File: src/rtl/shift_reg_ctrl_if.sv
// Host-side bundle for the shift-register command sequencer: command, serial
// tx/rx streams and response, each with its own valid/ready pair.
interface shift_reg_ctrl_if #(
    parameter int WIDTH = 8,
    parameter int CNT_W = 3
);
    logic             cmd_valid;
    logic             cmd_ready;
    logic [1:0]       cmd_op;
    logic [WIDTH-1:0] cmd_data;
    logic [CNT_W-1:0] cmd_count;

    logic             tx_valid;
    logic             tx_bit;
    logic             tx_ready;

    logic             rx_valid;
    logic             rx_bit;
    logic             rx_ready;

    logic             rsp_valid;
    logic [WIDTH-1:0] rsp_data;
    logic             rsp_ready;

    // Host / bus side
    modport master (
        output cmd_valid, cmd_op, cmd_data, cmd_count,
        output tx_ready, rx_valid, rx_bit, rsp_ready,
        input  cmd_ready, tx_valid, tx_bit, rx_ready, rsp_valid, rsp_data
    );

    // Sequencer side
    modport slave (
        input  cmd_valid, cmd_op, cmd_data, cmd_count,
        input  tx_ready, rx_valid, rx_bit, rsp_ready,
        output cmd_ready, tx_valid, tx_bit, rx_ready, rsp_valid, rsp_data
    );
endinterface

File: src/rtl/shift_reg_ctrl.sv
// Command sequencer for the 8-bit universal shift register: expands TX/RX/LOAD/READ
// commands into per-cycle select/serial/parallel drive and returns a result word.
module shift_reg_ctrl #(
    parameter int WIDTH = 8,
    parameter int CNT_W = 3
) (
    input  logic             clk,
    input  logic             reset,
    shift_reg_ctrl_if.slave  bus,
    output logic [1:0]       sr_sel,
    output logic             sr_sin,
    output logic [WIDTH-1:0] sr_pin,
    input  logic [WIDTH-1:0] sr_q
);
    localparam int CW = $clog2(WIDTH + 1);

    localparam logic [2:0] ST_IDLE  = 3'd0;
    localparam logic [2:0] ST_LOAD  = 3'd1;
    localparam logic [2:0] ST_SH_TX = 3'd2;
    localparam logic [2:0] ST_SH_RX = 3'd3;
    localparam logic [2:0] ST_DONE  = 3'd4;

    localparam logic [1:0] OP_TX   = 2'b00;
    localparam logic [1:0] OP_RX   = 2'b01;
    localparam logic [1:0] OP_LOAD = 2'b10;
    localparam logic [1:0] OP_READ = 2'b11;

    // The datapath has no hold code; hold is a parallel load of its own output.
    localparam logic [1:0] SEL_SHR  = 2'b00;
    localparam logic [1:0] SEL_SHL  = 2'b01;
    localparam logic [1:0] SEL_LOAD = 2'b11;

    localparam logic [CW-1:0] CNT_ZERO = {CW{1'b0}};
    localparam logic [CW-1:0] CNT_ONE  = CW'(1);
    localparam logic [CW-1:0] CNT_FULL = CW'(WIDTH);

    logic [2:0]       state_q, state_d;
    logic [1:0]       op_q, op_d;
    logic [WIDTH-1:0] data_q, data_d;
    logic [CW-1:0]    cnt_q, cnt_d;

    function automatic logic [CW-1:0] norm_count(input logic [CNT_W-1:0] c);
        logic [CW-1:0] r;
        if (c == {CNT_W{1'b0}}) begin
            r = CNT_FULL;
        end else begin
            r = CW'(c);
        end
        return r;
    endfunction

    // Next-state, latched-command and datapath/handshake drive
    always_comb begin
        state_d       = state_q;
        op_d          = op_q;
        data_d        = data_q;
        cnt_d         = cnt_q;
        sr_sel        = SEL_LOAD;
        sr_sin        = 1'b0;
        sr_pin        = sr_q;
        bus.cmd_ready = 1'b0;
        bus.tx_valid  = 1'b0;
        bus.tx_bit    = 1'b0;
        bus.rx_ready  = 1'b0;
        bus.rsp_valid = 1'b0;
        bus.rsp_data  = {WIDTH{1'b0}};

        // While reset is high the datapath only ever sees hold drive.
        if (reset) begin
            state_d = ST_IDLE;
            cnt_d   = CNT_ZERO;
        end else begin
            case (state_q)
                ST_IDLE: begin
                    bus.cmd_ready = 1'b1;
                    if (bus.cmd_valid) begin
                        op_d   = bus.cmd_op;
                        data_d = bus.cmd_data;
                        cnt_d  = norm_count(bus.cmd_count);
                        case (bus.cmd_op)
                            OP_TX:   state_d = ST_LOAD;
                            OP_LOAD: state_d = ST_LOAD;
                            OP_RX:   state_d = ST_SH_RX;
                            OP_READ: state_d = ST_DONE;
                            default: state_d = ST_IDLE;
                        endcase
                    end else begin
                        state_d = ST_IDLE;
                    end
                end
                ST_LOAD: begin
                    sr_sel = SEL_LOAD;
                    sr_pin = data_q;
                    if (op_q == OP_TX) begin
                        state_d = ST_SH_TX;
                    end else begin
                        state_d = ST_DONE;
                    end
                end
                ST_SH_TX: begin
                    bus.tx_valid = 1'b1;
                    bus.tx_bit   = sr_q[0];
                    if (bus.tx_ready) begin
                        sr_sel = SEL_SHR;
                        sr_sin = 1'b0;
                        cnt_d  = cnt_q - CNT_ONE;
                        if (cnt_q == CNT_ONE) begin
                            state_d = ST_DONE;
                        end else begin
                            state_d = ST_SH_TX;
                        end
                    end else begin
                        sr_sel = SEL_LOAD;
                    end
                end
                ST_SH_RX: begin
                    bus.rx_ready = 1'b1;
                    if (bus.rx_valid) begin
                        sr_sel = SEL_SHL;
                        sr_sin = bus.rx_bit;
                        cnt_d  = cnt_q - CNT_ONE;
                        if (cnt_q == CNT_ONE) begin
                            state_d = ST_DONE;
                        end else begin
                            state_d = ST_SH_RX;
                        end
                    end else begin
                        sr_sel = SEL_LOAD;
                    end
                end
                ST_DONE: begin
                    bus.rsp_valid = 1'b1;
                    bus.rsp_data  = sr_q;
                    if (bus.rsp_ready) begin
                        state_d = ST_IDLE;
                        cnt_d   = CNT_ZERO;
                    end else begin
                        state_d = ST_DONE;
                    end
                end
                default: begin
                    state_d = ST_IDLE;
                    cnt_d   = CNT_ZERO;
                end
            endcase
        end
    end

    // State and latched-command registers
    always_ff @(posedge clk) begin
        if (reset) begin
            state_q <= ST_IDLE;
            op_q    <= OP_TX;
            data_q  <= {WIDTH{1'b0}};
            cnt_q   <= CNT_ZERO;
        end else begin
            state_q <= state_d;
            op_q    <= op_d;
            data_q  <= data_d;
            cnt_q   <= cnt_d;
        end
    end
endmodule
File: src/flat_wrapper.sv
// flat-port wrapper written by rule: the top's interface ports become plain ports
module shift_reg_ctrl_flat 
#(
    parameter int WIDTH = 8,
    parameter int CNT_W = 3
)
  (clk, reset, sr_sel, sr_sin, sr_pin, sr_q, bus_cmd_valid, bus_cmd_op, bus_cmd_data, bus_cmd_count, bus_tx_ready, bus_rx_valid, bus_rx_bit, bus_rsp_ready, bus_cmd_ready, bus_tx_valid, bus_tx_bit, bus_rx_ready, bus_rsp_valid, bus_rsp_data);
  shift_reg_ctrl_if #(.WIDTH(WIDTH), .CNT_W(CNT_W)) bus_i ();
  input  logic clk;
  input  logic reset;
  output logic [1:0] sr_sel;
  output logic sr_sin;
  output logic [WIDTH-1:0] sr_pin;
  input  logic [WIDTH-1:0] sr_q;
  input wire logic [$bits(bus_i.cmd_valid)-1:0] bus_cmd_valid;
  input wire logic [$bits(bus_i.cmd_op)-1:0] bus_cmd_op;
  input wire logic [$bits(bus_i.cmd_data)-1:0] bus_cmd_data;
  input wire logic [$bits(bus_i.cmd_count)-1:0] bus_cmd_count;
  input wire logic [$bits(bus_i.tx_ready)-1:0] bus_tx_ready;
  input wire logic [$bits(bus_i.rx_valid)-1:0] bus_rx_valid;
  input wire logic [$bits(bus_i.rx_bit)-1:0] bus_rx_bit;
  input wire logic [$bits(bus_i.rsp_ready)-1:0] bus_rsp_ready;
  output wire logic [$bits(bus_i.cmd_ready)-1:0] bus_cmd_ready;
  output wire logic [$bits(bus_i.tx_valid)-1:0] bus_tx_valid;
  output wire logic [$bits(bus_i.tx_bit)-1:0] bus_tx_bit;
  output wire logic [$bits(bus_i.rx_ready)-1:0] bus_rx_ready;
  output wire logic [$bits(bus_i.rsp_valid)-1:0] bus_rsp_valid;
  output wire logic [$bits(bus_i.rsp_data)-1:0] bus_rsp_data;
  assign bus_i.cmd_valid = bus_cmd_valid;
  assign bus_i.cmd_op = bus_cmd_op;
  assign bus_i.cmd_data = bus_cmd_data;
  assign bus_i.cmd_count = bus_cmd_count;
  assign bus_i.tx_ready = bus_tx_ready;
  assign bus_i.rx_valid = bus_rx_valid;
  assign bus_i.rx_bit = bus_rx_bit;
  assign bus_i.rsp_ready = bus_rsp_ready;
  assign bus_cmd_ready = bus_i.cmd_ready;
  assign bus_tx_valid = bus_i.tx_valid;
  assign bus_tx_bit = bus_i.tx_bit;
  assign bus_rx_ready = bus_i.rx_ready;
  assign bus_rsp_valid = bus_i.rsp_valid;
  assign bus_rsp_data = bus_i.rsp_data;
  shift_reg_ctrl #(.WIDTH(WIDTH), .CNT_W(CNT_W)) u_core (.clk(clk), .reset(reset), .bus(bus_i), .sr_sel(sr_sel), .sr_sin(sr_sin), .sr_pin(sr_pin), .sr_q(sr_q));
endmodule
File: config.mk
export PLATFORM = sky130hd
export DESIGN_NAME = shift_reg_ctrl_flat
export DESIGN_NICKNAME = d
export VERILOG_FILES = /design/src/rtl/shift_reg_ctrl_if.sv /design/src/rtl/shift_reg_ctrl.sv /design/src/flat_wrapper.sv
export SDC_FILE = /design/constraint.sdc
export NUM_CORES = 1
export LEC_CHECK = 0
export BUFFER_PORTS_ARGS = -buffer_cell sky130_fd_sc_hd__buf_2
export CELL_PAD_IN_SITES_DETAIL_PLACEMENT = 1
export CELL_PAD_IN_SITES_GLOBAL_PLACEMENT = 2
export CORE_ASPECT_RATIO = 2
export CORE_MARGIN = 2
export CORE_UTILIZATION = 25
export DETAILED_ROUTE_END_ITERATION = 7
export GPL_ROUTABILITY_DRIVEN = 1
export PLACE_DENSITY_LB_ADDON = 0.1
export SETUP_SLACK_MARGIN = 0.1
export SYNTH_ARGS = -nofsm -noshare
export SYNTH_HDL_FRONTEND = slang
export SYNTH_SLANG_ARGS = --single-unit
export TNS_END_PERCENT = 20
File: constraint.sdc
create_clock -name clk -period 2 [get_ports clk]
set_input_delay 0.4 -clock clk [delete_from_list [all_inputs] [get_ports clk]]
set_output_delay 0.4 -clock clk [all_outputs]
set_load 0.01 [all_outputs]
==> out/metrics.yaml, run 1 <==
global_routing:
  grt_first_pass_wirelength_mm: 6.058
  grt_util_all_layers_pct: 15.50
  grt_pass1_vias: 1314
  grt_antenna_before_repair: 0
  maximum_number_of_pins_on_one_net_before_global_route_repair: 18
  grt.overflow.total: 0
pwr:
  p_leak_nw: 0.6867
  clock_power_share_pct: 17.2
  share_seq_of_total_power_pct: 32.4
  internal_power_mw: 0.9119
  cellPowerDensity_mw_per_mm2: 977.3
  p_sw_share_pct: 40.39
  switchingPower_mw: 0.6179
  power.combinational.fraction_pct: 50.3
  ir_drop_mv: 0.3798
die:
  die_height_um: 99.39
  boundary_pins: 52
  chipWidth_um: 51.70
  start_util_pct: 25.96
  coreArea_mm2: 0.004382
  rows: 34
  area_of_the_die_mm2: 0.005138
yosys:
  synthesized_instance_count: 142
  ys_async_sr_fraction_pct: 0
  synthesis.yosys.warnings: 0
  synth.yosys.seq_area_share_pct: 29.92
  synth.cell_area_mm2: 0.001137
  synth_compound_gate_area_share_pct: 17.93
  dominant_combinational_cell_family_by_area_after_synthesis: "simple AND/OR/NAND/NOR gates"
  post_synth_and_or_nand_nor_area_fraction_pct: 33.55
  muxShareOfSynthArea_pct: 8.801
  synth_cell_types: 39
  post_synth.cell_area_avg_um2: 8.009
  synth_enable_flop_cells: 0
  synth_xor_xnor_area_share_pct: 0.7701
  synth-adder-area-share_pct: 2.200
  postSynthRegisterBits: 17
  synth_nets: 172
  synth-main-ff-cell: "sky130_fd_sc_hd__dfxtp_1"
routing:
  total_via_count_after_detailed_routing: 1228
  drcViolationCount: 0
  antenna_violating_nets_post_route: 0
  postRouteWirelength_mm: 3.662
  drt_pass1_iterations: 2
  post_drt_via_cell_ratio: 4.873
  first_iter_violations: 8
  drt-wirelength-per-cell_um: 14.53
sta:
  final-setup-viol-count: 0
  postLayoutSetupSlackWorst_ns: 0.08890
  max_freq_mhz: 523.3
  timing.final.crit_period_ns: 1.911
  timing_max_transition_violations_final: 0
  worst_pin_slew_ns: 0.4876
  share_of_the_cycle_needed_by_the_critical_path_after_routing_pct: 95.55
  totalNegativeSetupSlack_ns: 0
  report.final.hold_viol_count: 0
  rsz0062_at_grt: "yes"
  holdWs_ns: 0.3745
  relSlewSlack_pct: 67.49
  fin_worst_skew_ns: 0.005027
cells_and_area:
  antenna_cells: 0
  final_cell_mix: "sky130_fd_sc_hd__buf_2, sky130_fd_sc_hd__nand2_1, sky130_fd_sc_hd__a21oi_1, sky130_fd_sc_hd__dfxtp_1, sky130_fd_sc_hd__and2_1"
  final_common_cell: "sky130_fd_sc_hd__buf_2"
  layout-drive-gt1-share_pct: 43.43
  post-route-util_pct: 35.72
  areaGrowthSynthToFinish_pct: 37.62
  final_design_area_no_fill_mm2: 0.001565
  num-nets-final: 229
clock_tree:
  worst_skew_pair.late_latency_ns: 0.25
  cts_tree: "done"
  ctsLongestPathBuffers: 2
  clock-sinks: 17
  ctsHtreeMaxLevel: 1
  cts_made_buffers: 3
  clock_tree.root_cell: "sky130_fd_sc_hd__clkbuf_8"
  cts-hold-fix-buffers: 0
  clk_transition_reported_paths_ns: 0.07
worst_hold_path:
  worst_hold_path_type: "in -> reg"
  hold-path-cell-count: 3
  min_delay_startpoint: "bus_cmd_data[6]"
  worst_hold_path.endpoint: "u_core.data_q[6]"
run:
  max_cap_viol_count: 0
critical_path:
  crit_path_max_fanout: 8
  timing.reg2reg.worst_path_depth: 6
  critical_path.most_common_cell: "sky130_fd_sc_hd__buf_6"
  worstSetupEndpointType: "output pin"
  crit_required_ns: 1.60
  worstSetupStartpointType: "flip-flop"
  critPathMaxStageDelay_ns: 0.35
  cp.arrival_ns: 1.51
  critical_path_class: "reg -> out"
  setup.worst_path.start: "u_core.state_q[2]"
  cp_slowest_cell: "sky130_fd_sc_hd__dfxtp_4"
  reg2reg_setup_slack_ns: 0.19
  reg2reg_from: "u_core.state_q[2]"
  timing.critical_path.buf_inv: 2
  timing.critical_path.max_delay_family: "flip-flops"
  worstReg2RegEnd: "u_core.state_q[1]"
  list_of_cells_traversed_by_the_critical_path: "nand2b_4 > nor3_4 > buf_6 > mux2_2 > buf_6"
place:
  gpl.final_weighted_congestion: 0.8646
  place_hpwl_mm: 2.940
  preCtsSetupSlack_ns: 0.2201
  placement.io_buffers: 51
  place_area_mm2: 0.001458
run_status:
  outcome: "finished, final reports clean"
[worst max-delay path by stage]
stage / cells past startpoint / end / slack (ns)
2_1_floorplan: 4 / sr_pin[0] / 0.18
3_3_place_gp: 5 / u_core.state_q[1] / 0.23
3_5_place_dp: 5 / sr_pin[6] / 0.22
4_1_cts: 5 / sr_pin[6] / 0.09
5_1_grt: 6 / bus_rsp_data[3] / 0.02
6_report: 5 / sr_pin[0] / 0.09
[through the flow]
step | total power [mW] | instances
floorplan | 1.021 | 142
global route | 1.673 | 252
CTS | 1.551 | 252
detailed placement | 1.244 | 246
global placement | 1.231 | 246
finish | 1.530 | 252
[per-layer routing]
| layer | GRT usage [%] | wire length (um) |
|---|---|---|
| met1 | 16.34 | 1336 |
| met2 | 28.80 | 2112 |
| met3 | 1.802 | 103 |
| met4 | 7.692 | 110 |
| met5 | 0 | 0 |
[worst min-delay path, cell delays in order]
cell                      delay [ns]
sky130_fd_sc_hd__buf_2          0.09
sky130_fd_sc_hd__nand2_1        0.04
sky130_fd_sc_hd__a21oi_1        0.05
[synth_stat cells, drive strengths merged (3+ instances only)]
| master | n | area, um^2 |
|---|---|---|
| nand2 | 24 | 90.09 |
| a21oi | 17 | 88.84 |
| buf | 6 | 51.30 |
| dfxtp | 17 | 340.3 |
| nor4 | 3 | 18.77 |
| nor2b | 3 | 26.27 |
| o21ai | 5 | 25.02 |
| and2 | 11 | 71.32 |
| inv | 4 | 15.01 |
| nor3 | 6 | 40.04 |
| clkbuf | 3 | 11.26 |
| nor2 | 4 | 15.01 |
| nand2b | 5 | 38.78 |
| or4 | 3 | 22.52 |
| mux2 | 8 | 90.09 |
[flip-flops by register name, indices dropped and copies added, names as in the netlist]
register and cells:
u_core.state_q 3, u_core.cnt_q 4, u_core.op_q 2, u_core.data_q 8
[cell type report]
type / count / area (um^2)
clock buffer: 3 / 41.29
clock inverter: 1 / 5.005
fill: 556 / 2816
inverter: 4 / 15.01
multi-input combinational: 112 / 734.5
sequential: 17 / 349.1
tap: 54 / 67.56
timing repair buffer: 61 / 352.8
[power groups by stage]
stage                     Clock (mW)  Combinational [mW]  Sequential (mW)
after detailed placement           0               0.741            0.503
after CTS                      0.279               0.779            0.493
final                          0.263               0.770            0.496
after floorplan                    0               0.554            0.467
after global placement             0               0.732            0.500
after global routing           0.296               0.868            0.509
[cells by family after synthesis]
family / count (synthesis)
buffers and inverters: 13
DFF: 17
AOI/OAI and AO/OA: 33
adders and majority gates: 2
xor gates and xnor gates: 1
and+or+nand+nor: 67
muxes: 9
[what timing repair did]
item	CTS	global route
buffers inserted	2	0
setup endpoints to repair	16	19
resized for setup	8	4
No activity file was read; power rests on OpenSTA's default activity.
==> inputs of run 2 (changes only) <==
--- a/config.mk
+++ b/config.mk
@@ -13,7 +13,7 @@
 export CORE_UTILIZATION = 25
 export DETAILED_ROUTE_END_ITERATION = 7
 export GPL_ROUTABILITY_DRIVEN = 1
-export PLACE_DENSITY_LB_ADDON = 0.1
+export PLACE_DENSITY = 0.88
 export SETUP_SLACK_MARGIN = 0.1
 export SYNTH_ARGS = -nofsm -noshare
 export SYNTH_HDL_FRONTEND = slang
==> run 2 against run 1 <==
  * Core utilization fell by 0.43 points
  * Global-route usage is 0.093 points higher
  * Clock skew is 0.0040 ns lower
  * Count of clock-buffer cells in the layout grew 1
  * Flip-flop and latch count did not move
  * Clock power is essentially flat
  * First-iteration DRC count rose by 75%
  * Critical path depth unchanged
  * Critical path type unchanged
==> out/metrics.yaml, run 2 (synthesized netlist as in run 1, its figures left out) <==
cells_and_area:
  antenna_cells: 0  # unchanged
  final_common_cell: "sky130_fd_sc_hd__buf_2"  # unchanged
  post-route-util_pct: 35.29  # was 35.72%
  largest-register: "u_core.data_q"  # unchanged
  reg_top3: "u_core.data_q (8), u_core.cnt_q (4), u_core.state_q (3)"  # unchanged
  largest_reg_flops: 8  # unchanged
  layout-drive-gt1-share_pct: 42.42  # was 43.43%
  areaGrowthSynthToFinish_pct: 35.97  # was 37.62%
  final_cell_mix: "sky130_fd_sc_hd__buf_2, sky130_fd_sc_hd__nand2_1, sky130_fd_sc_hd__a21oi_1, sky130_fd_sc_hd__dfxtp_1, sky130_fd_sc_hd__and2_1"  # unchanged
  num-nets-final: 229  # unchanged
  final_design_area_no_fill_mm2: 0.001546  # was 0.001565 mm^2
  final_cell_count_no_fill: 252  # unchanged
critical_path:
  worstSetupStartpointType: "flip-flop"  # unchanged
  critical_path_class: "reg -> out"  # unchanged
  cp.arrival_ns: 1.50  # was 1.51 ns
  worstSetupEndpointType: "output pin"  # unchanged
  crit_path_max_fanout: 8  # unchanged
  crit_required_ns: 1.60  # about the same
  timing.reg2reg.worst_path_depth: 5  # was 6
  worstReg2RegEnd: "u_core.state_q[1]"  # unchanged
  reg2reg_setup_slack_ns: 0.39  # was 0.19 ns
  reg2reg_from: "u_core.state_q[2]"  # unchanged
run_status:
  outcome: "finished, final reports clean"  # unchanged
sta:
  final-setup-viol-count: 0  # unchanged
  timing_max_transition_violations_final: 0  # unchanged
  fin_worst_skew_ns: 0.0009904  # was 0.005027 ns
  totalNegativeSetupSlack_ns: 0  # unchanged
  share_of_the_cycle_needed_by_the_critical_path_after_routing_pct: 95.14  # was 95.55%
  timing.final.crit_period_ns: 1.903  # was 1.911 ns
  report.final.hold_viol_count: 0  # unchanged
  max_freq_mhz: 525.5  # was 523.3 MHz
  holdWs_ns: 0.3768  # was 0.3745 ns
  relSlewSlack_pct: 68.03  # was 67.49%
  postLayoutSetupSlackWorst_ns: 0.09716  # was 0.08890 ns
  worst_pin_slew_ns: 0.4795  # was 0.4876 ns
  rsz0062_at_grt: "yes"  # unchanged
global_routing:
  grt_util_all_layers_pct: 15.60  # was 15.50%
  grt_pass1_vias: 1281  # was 1,314
  maximum_number_of_pins_on_one_net_before_global_route_repair: 13  # was 18
  grt_antenna_before_repair: 0  # unchanged
  grt.overflow.total: 0  # unchanged
  grt_first_pass_wirelength_mm: 6.078  # was 6.058 mm
pwr:
  share_seq_of_total_power_pct: 33.8  # was 32.4%
  clock_power_share_pct: 17.2  # about the same
  switchingPower_mw: 0.6064  # was 0.6179 mW
  p_sw_share_pct: 39.98  # was 40.39%
  power_mw: 1.517  # was 1.530 mW
  cellPowerDensity_mw_per_mm2: 980.9  # was 977.3 mW/mm^2
  internal_power_mw: 0.9106  # was 0.9119 mW
  ir_drop_mv: 0.5692  # was 0.3798 mV
  p_leak_nw: 0.6752  # was 0.6867 nW
  power.combinational.fraction_pct: 48.9  # was 50.3%
worst_hold_path:
  min_delay_startpoint: "bus_cmd_data[6]"  # unchanged
  worst_hold_path.endpoint: "u_core.data_q[6]"  # unchanged
  worst_hold_path_type: "in -> reg"  # unchanged
  hold-path-cell-count: 3  # unchanged
clock_tree:
  ctsLongestPathBuffers: 2  # unchanged
  cts_made_buffers: 3  # unchanged
  ctsHtreeMaxLevel: 1  # unchanged
  clk_transition_reported_paths_ns: 0.06  # was 0.07 ns
  cts-hold-fix-buffers: 0  # unchanged
  clock_tree.root_cell: "sky130_fd_sc_hd__clkbuf_8"  # unchanged
  worst_skew_pair.late_latency_ns: 0.25  # about the same
  cts_tree: "done"  # unchanged
  clock-sinks: 17  # unchanged
place:
  placement.io_buffers: 51  # unchanged
  preCtsSetupSlack_ns: 0.2265  # was 0.2201 ns
  place_hpwl_mm: 2.985  # was 2.940 mm
  gpl.final_weighted_congestion: 0.7524  # was 0.8646
  place_area_mm2: 0.001465  # was 0.001458 mm^2
  dp.cells: 247  # was 246
routing:
  post_drt_via_cell_ratio: 4.952  # was 4.873
  first_iter_violations: 14  # was 8
  drt-wirelength-per-cell_um: 14.38  # was 14.53 um
  drcViolationCount: 0  # unchanged
  total_via_count_after_detailed_routing: 1248  # was 1,228
  drt_pass1_iterations: 5  # was 2
  postRouteWirelength_mm: 3.625  # was 3.662 mm
  antenna_violating_nets_post_route: 0  # unchanged
die:
  die_height_um: 99.39  # unchanged
  area_of_the_die_mm2: 0.005138  # unchanged
  coreArea_mm2: 0.004382  # unchanged
  rows: 34  # unchanged
  start_util_pct: 25.96  # unchanged
  boundary_pins: 52  # unchanged
  chipWidth_um: 51.70  # unchanged
run:
  max_cap_viol_count: 0  # unchanged
==> run 2: cell count changes in the layout (fill, tap and decap cells not counted) <==
cell,previous run,this run
sky130_fd_sc_hd__buf_2,48,49
sky130_fd_sc_hd__buf_6,4,3
sky130_fd_sc_hd__clkbuf_1,0,1
sky130_fd_sc_hd__clkinv_2,1,0
sky130_fd_sc_hd__dfxtp_2,1,2
sky130_fd_sc_hd__dfxtp_4,2,1
sky130_fd_sc_hd__mux2_2,7,8
sky130_fd_sc_hd__mux2_4,1,0
sky130_fd_sc_hd__nor3b_1,1,2
sky130_fd_sc_hd__nor3b_2,1,0
==> run 2: how the worst max path moves through the flow <==
| stage | from | end | slack [ns] | cells after the start |
|---|---|---|---|---|
| finish | u_core.state_q[2] | sr_pin[7] | 0.1 | 5 |
| CTS | u_core.state_q[2] | sr_pin[7] | 0.08 | 5 |
| global placement | reset | sr_pin[7] | 0.25 | 5 |
| floorplan | u_core.state_q[1] | sr_pin[0] | 0.18 | 4 |
| detailed placement | reset | sr_pin[7] | 0.23 | 5 |
| global route | u_core.state_q[2] | sr_pin[7] | 0.03 | 5 |
==> run 2: power groups by stage <==
stage | clock network (mW) | registers [mW] | logic (mW)
global placement | 0 | 0.508 | 0.722
floorplan | 0 | 0.467 | 0.554
CTS | 0.271 | 0.510 | 0.754
detailed placement | 0 | 0.510 | 0.731
finish | 0.262 | 0.513 | 0.742
global route | 0.286 | 0.528 | 0.831
==> run 2: routing by layer <==
metal  GRT usage (%)  vias up  wire length [um]
met5               0        -                 0
met4           4.858        0                47
met3           2.703        6               138
met2           31.16       34              2161
met1           15.14      596              1277
li1                -      612                 -
==> run 2: worst max-delay path: stages (launching register included) <==
cell,delay [ns]
sky130_fd_sc_hd__dfxtp_2,0.34
sky130_fd_sc_hd__nand2b_4,0.15
sky130_fd_sc_hd__nor3_4,0.11
sky130_fd_sc_hd__buf_6,0.16
sky130_fd_sc_hd__mux2_2,0.34
sky130_fd_sc_hd__buf_2,0.14
==> run 2: cell type report <==
type,count,area (um^2)
inverter,4,15.01
multi-input combinational,112,725.7
sequential,17,346.6
tap,54,67.56
clock buffer,4,45.04
timing repair buffer,61,346.6
fill,567,2835
==> run 2: repair_timing <==
| action | in CTS | in global routing |
|---|---|---|
| buffers inserted | 1 | 0 |
| endpoints found under the setup margin | 17 | 17 |
| gates resized for setup | 7 | 1 |
| pin swaps | 0 | 0 |
